### src/rtl/shift_word_deser.sv
// rtl/shift_word_deser.sv - serial-to-parallel word assembler with one-word valid/ready holding buffer
// Optional trailing even-parity bit per word: define SHIFT_WORD_DESER_PARITY_EN
module shift_word_deser #(
  parameter int C_WIDTH     = 16,
  parameter int C_BIT_ORDER = 0
) (
  input  logic               CLK,
  input  logic               SCLR,
  input  logic               SDIN,
  input  logic               SDIN_VALID,
  input  logic               SYNC,
  output logic [C_WIDTH-1:0] Q,
  output logic               Q_VALID,
  input  logic               Q_READY,
  output logic               BUSY,
  output logic               OVERFLOW,
  output logic               PERR
);

`ifdef SHIFT_WORD_DESER_PARITY_EN
  localparam int L = C_WIDTH + 1;
`else
  localparam int L = C_WIDTH;
`endif
  localparam int            CW       = (L > 1) ? $clog2(L) : 1;
  localparam logic [CW-1:0] CNT_LAST = CW'(L - 1);

  logic [C_WIDTH-1:0] sh;
  logic [C_WIDTH-1:0] sh_base;
  logic [C_WIDTH-1:0] sh_shifted;
  logic [C_WIDTH-1:0] word;
  logic [CW-1:0]      cnt;
  logic [CW-1:0]      cnt_base;
  logic [CW-1:0]      cnt_next;
  logic               last_bit;
  logic               shift_en;
  logic               complete;
  logic               load;
  logic               handshake;

  // SYNC restarts alignment: the current bit (if any) is treated as bit 0 of a fresh word
  assign sh_base  = SYNC ? '0 : sh;
  assign cnt_base = SYNC ? '0 : cnt;
  assign last_bit = (cnt_base == CNT_LAST);
  assign complete = SDIN_VALID & last_bit;

  generate
    if (C_WIDTH == 1) begin : g_one
      assign sh_shifted = SDIN;
    end else if (C_BIT_ORDER == 0) begin : g_msb_first
      assign sh_shifted = {sh_base[C_WIDTH-2:0], SDIN};
    end else begin : g_lsb_first
      assign sh_shifted = {SDIN, sh_base[C_WIDTH-1:1]};
    end
  endgenerate

`ifdef SHIFT_WORD_DESER_PARITY_EN
  logic word_perr;
  // the trailing parity bit is checked, never shifted into the data word
  assign shift_en  = SDIN_VALID & ~last_bit;
  assign word      = sh_base;
  assign word_perr = (^sh_base) ^ SDIN;
`else
  // the completing bit is the last data bit, so the offered word includes it
  assign shift_en  = SDIN_VALID;
  assign word      = sh_shifted;
`endif

  assign handshake = Q_VALID & Q_READY;
  assign load      = complete & (~Q_VALID | Q_READY);

  // bit counter: wraps on the completing bit, cleared by a SYNC without data
  always_comb begin
    cnt_next = cnt;
    if (SDIN_VALID) begin
      cnt_next = last_bit ? '0 : (cnt_base + CW'(1));
    end else if (SYNC) begin
      cnt_next = '0;
    end
  end

  // assembly path: shift register, bit counter and registered busy flag
  always_ff @(posedge CLK) begin
    if (SCLR) begin
      sh   <= '0;
      cnt  <= '0;
      BUSY <= 1'b0;
    end else begin
      if (shift_en) begin
        sh <= sh_shifted;
      end else if (SYNC) begin
        sh <= '0;
      end
      cnt  <= cnt_next;
      BUSY <= (cnt_next != '0);
    end
  end

  // one-entry holding register: zero-bubble reload on handshake, drop and flag when stalled
  always_ff @(posedge CLK) begin
    if (SCLR) begin
      Q        <= '0;
      Q_VALID  <= 1'b0;
      OVERFLOW <= 1'b0;
    end else begin
      if (load) begin
        Q       <= word;
        Q_VALID <= 1'b1;
      end else if (handshake) begin
        Q_VALID <= 1'b0;
      end
      if (complete & Q_VALID & ~Q_READY) begin
        OVERFLOW <= 1'b1;
      end
    end
  end

`ifdef SHIFT_WORD_DESER_PARITY_EN
  // parity flag travels with Q under the same load and drop rules
  always_ff @(posedge CLK) begin
    if (SCLR) begin
      PERR <= 1'b0;
    end else if (load) begin
      PERR <= word_perr;
    end
  end
`else
  assign PERR = 1'b0;
`endif

endmodule

### config.mk
export PLATFORM = sky130hd
export DESIGN_NAME = shift_word_deser
export DESIGN_NICKNAME = d
export VERILOG_FILES = /design/src/rtl/shift_word_deser.sv
export SDC_FILE = /design/constraint.sdc
export NUM_CORES = 1
export LEC_CHECK = 0
export ABC_AREA = 1
export CORE_UTILIZATION = 56
export CTS_BUF_LIST = sky130_fd_sc_hd__clkbuf_16
export DETAILED_ROUTE_END_ITERATION = 10
export HOLD_SLACK_MARGIN = 0.02
export PLACE_DENSITY = 0.83
export SLEW_MARGIN = 20
export SYNTH_ARGS = -nofsm -noshare
export SYNTH_HDL_FRONTEND = slang
export SYNTH_SLANG_ARGS = --single-unit
### constraint.sdc
create_clock -name CLK -period 3.2 [get_ports CLK]
set_clock_uncertainty 0.05 [all_clocks]
set_input_delay 0.64 -clock CLK [delete_from_list [all_inputs] [get_ports CLK]]
set_output_delay 0.64 -clock CLK [all_outputs]
set_load 0.05 [all_outputs]
==> flow_metrics.env <==
export IMPL_die_w_um=56.0
export IMPL_synthAdderAreaFrac_pct=0.767
export IMPL_synth_cell_type_count=21
export IMPL_yosysSeqAreaShare_pct=46.6
export IMPL_syn_nets=250
export IMPL_synth_area_um2=1630
export IMPL_row_count=19
export IMPL_r2r_end="Q[0]"
export IMPL_multi_input_area_um2=647
export IMPL_finalHoldViolations=0
export IMPL_synth_compound_area_share_pct=8.13
export IMPL_port_buffers=24
export IMPL_synthMuxAreaShare_pct=0
export IMPL_synth_top_area_share_pct=46.6
export IMPL_cts_buffer_depth=2
export IMPL_areaGrowthSynthToFinish_pct=25.0
export IMPL_fillers=234
export IMPL_cp_common_cell="nor2_1"
export IMPL_grt_usage_pct=20.9
export IMPL_regArea_um2=761
export IMPL_num_io_pins=26
export IMPL_dp_hpwl_um=1930
export IMPL_htreeDepth=2
export IMPL_dr_pass1_iters=4
export IMPL_ys_ff_latch=38
export IMPL_ys_warnings_count=0
export IMPL_antenna_found_initial=0
export IMPL_finalNonFillerCells=298
export IMPL_cp_end_kind="flip-flop"
export IMPL_hold_path_class="reg2reg"
export IMPL_start_util_pct=59.2
export IMPL_ctsResizeCount=0
export IMPL_synthXorXnorAreaFrac_pct=0
export IMPL_grt_ovfl_total=0
export IMPL_fin_util_pct=74.0
export IMPL_wirelength_um=3080
export IMPL_relSlewSlack_pct=62.0
export IMPL_leakage_nw=1.01
export IMPL_power_density_nw_per_um2=539
export IMPL_status="finished clean"
export IMPL_grt_pass1_vias=1231
export IMPL_crit_chain="clkdlybuf4s50_1, inv_2, nand2_1, inv_1, ha_1, nand2_2, nor2_4, nand3_4, nor2_1, nor2_1"
export IMPL_vdd_ir_drop_max_mv=0.446
export IMPL_pwr_share_seq_pct=44.6
export IMPL_holdBufCountCts=0
export IMPL_grt_max_degree=29
export IMPL_wl_per_cell_um=10.3
export IMPL_endpoint="Q[0]"
export IMPL_clkLatencyLatePin_ns=0.27
export IMPL_cp_slowest_cell="clkdlybuf4s50_1"
export IMPL_synth_avg_cell_area_um2=6.71
export IMPL_worst_r2r_path_depth=8
export IMPL_place_gp_congestion=0.799
export IMPL_dieArea_um2=3130
export IMPL_pwr_share_comb_pct=6.1
export IMPL_worstPathRequired_ns=3.31
export IMPL_cts_setup_buffers=0
export IMPL_setup_violations=0
export IMPL_grt_pass1_wl_um=5170
export IMPL_cp_max_fo=28
export IMPL_antenna_left=0
export IMPL_nNetsFinal=273
export IMPL_synth_top_area_cell="dfxtp_1"
export IMPL_avgViaCountPerCell=4.74
export IMPL_core_um2=2760
export IMPL_vias=1413
export IMPL_finalCriticalPeriod_ns=2.27
export IMPL_dp_cells=290
export IMPL_cts_clk_slew_worst_paths_ns=0.05
export IMPL_final_cell_mix="55 x nand2_1, 55 x nor2_1, 42 x inv_1, 38 x dfxtp_1, 24 x clkdlybuf4s50_1"
export IMPL_period_share_pct=70.8
export IMPL_critPathKind="in2reg"
export IMPL_synth_top_family_by_area="simple AND/OR/NAND/NOR gates"
export IMPL_cpPeakStageDelay_ns=0.45
export IMPL_cp_start_kind="input pin"
export IMPL_fin_setup_tns_ns=0
export IMPL_maxCapViolCount=0
export IMPL_diodes=0
export IMPL_synth_simple_area_share_pct=30.5
export IMPL_cts_buffers=5
export IMPL_ys_top_cells_by_area="dfxtp_1 47%, nand2_1 13%, nor2_1 13%"
export IMPL_fmaxAchievable_ghz=0.441
export IMPL_whs_ns=0.433
export IMPL_die_height_um=56.0
export IMPL_syn_inst=243
export IMPL_crit_arrival_ns=2.38
export IMPL_worstMarginPinSlew_ns=0.567
export IMPL_clkPwrFrac_pct=49.3
export IMPL_layout_drive_gt1_share_pct=5.62
export IMPL_maxSlewViolCount=0
export IMPL_crit_start="SYNC"
export IMPL_first_iter_violations=36
export IMPL_netSwitchingFraction_pct=20.6
export IMPL_p_sw_uw=226
export IMPL_root_buffer="clkbuf_16"
export IMPL_clkSinkCount=38
export IMPL_p_int_uw=873
export IMPL_r2r_setup_slack_ns=1.62
export IMPL_cts_tree="done"
export IMPL_rsz0062_at_grt="no"
export IMPL_drc=0
export IMPL_rr_startpoint="cnt[1]"
[cell families after synthesis]
family          count (synthesis)
other cells                     1
simple gates                  122
flops                          38
fa+ha+maj                       1
compound gates                 26
buf+inv                        55
[sequential cells by signal, indices dropped and copies added (netlist names)]
signal	flops
sh	15
cnt	4
Q	16
Q_VALID	1
OVERFLOW	1
BUSY	1
[cell usage after synthesis (all sizes together)]
master and number:
o21ai 15, nand2 56, a21oi 10, inv 43
nand3 6, conb 1, nor2 56, ha 1
nand4 4, o21a 1, buf 8, dfxtp 38
clkinv 1, clkbuf 3
[final cells by class]
type | count | area share [%]
Multi-Input combinational cell | 150 | 31.7
Sequential cell | 38 | 37.3
Tap cell | 31 | 1.90
Timing Repair Buffer | 27 | 12.9
Inverter | 44 | 8.10
Clock buffer | 5 | 6.13
Clock inverter | 3 | 1.96
[worst min path at each step]
stage          slack [ns]      from  depth (start not counted)  endpoint
6_report             0.43  OVERFLOW                          1  OVERFLOW
3_5_place_dp         0.44     sh[8]                          2     sh[8]
5_1_grt              0.45  OVERFLOW                          1  OVERFLOW
4_1_cts              0.44  OVERFLOW                          1  OVERFLOW
3_3_place_gp         0.40  OVERFLOW                          1  OVERFLOW
2_1_floorplan        0.40    sh[14]                          2    sh[14]
[stage by stage]
stage                     setup WS (ns)  instance area (um^2)  total power [mW]
after floorplan                    1.35                  1630             0.546
after global placement            0.738                  1870             0.564
after detailed placement          0.672                  1870             0.565
after CTS                         0.917                  2040              1.11
after global routing              0.728                  2040              1.14
final                             0.935                  2040              1.10
[per-layer routing]
metal	vias to the layer above	GRT usage (%)	wire [um]
met2	30	36.2	1460
met4	0	6.27	19
met3	3	5.81	126
met5	-	0	0
met1	614	25.1	1480
li1	766	-	-
[power by group through the flow]
stage          combinational [mW]  clock [mW]  sequential, mW
2_1_floorplan              0.0420           0           0.504
3_3_place_gp               0.0642           0           0.500
3_5_place_dp               0.0653           0           0.500
4_1_cts                    0.0669       0.549           0.490
5_1_grt                    0.0752       0.570           0.491
6_report                   0.0671       0.542           0.490
[critical path: cells and delay by family]
kind                       cells  cell delay [ns]
and+or+nand+nor                6             0.91
adders and majority gates      1             0.14
buffers and inverters          3             0.67
Note: power is estimated with default switching activity, not from simulation.
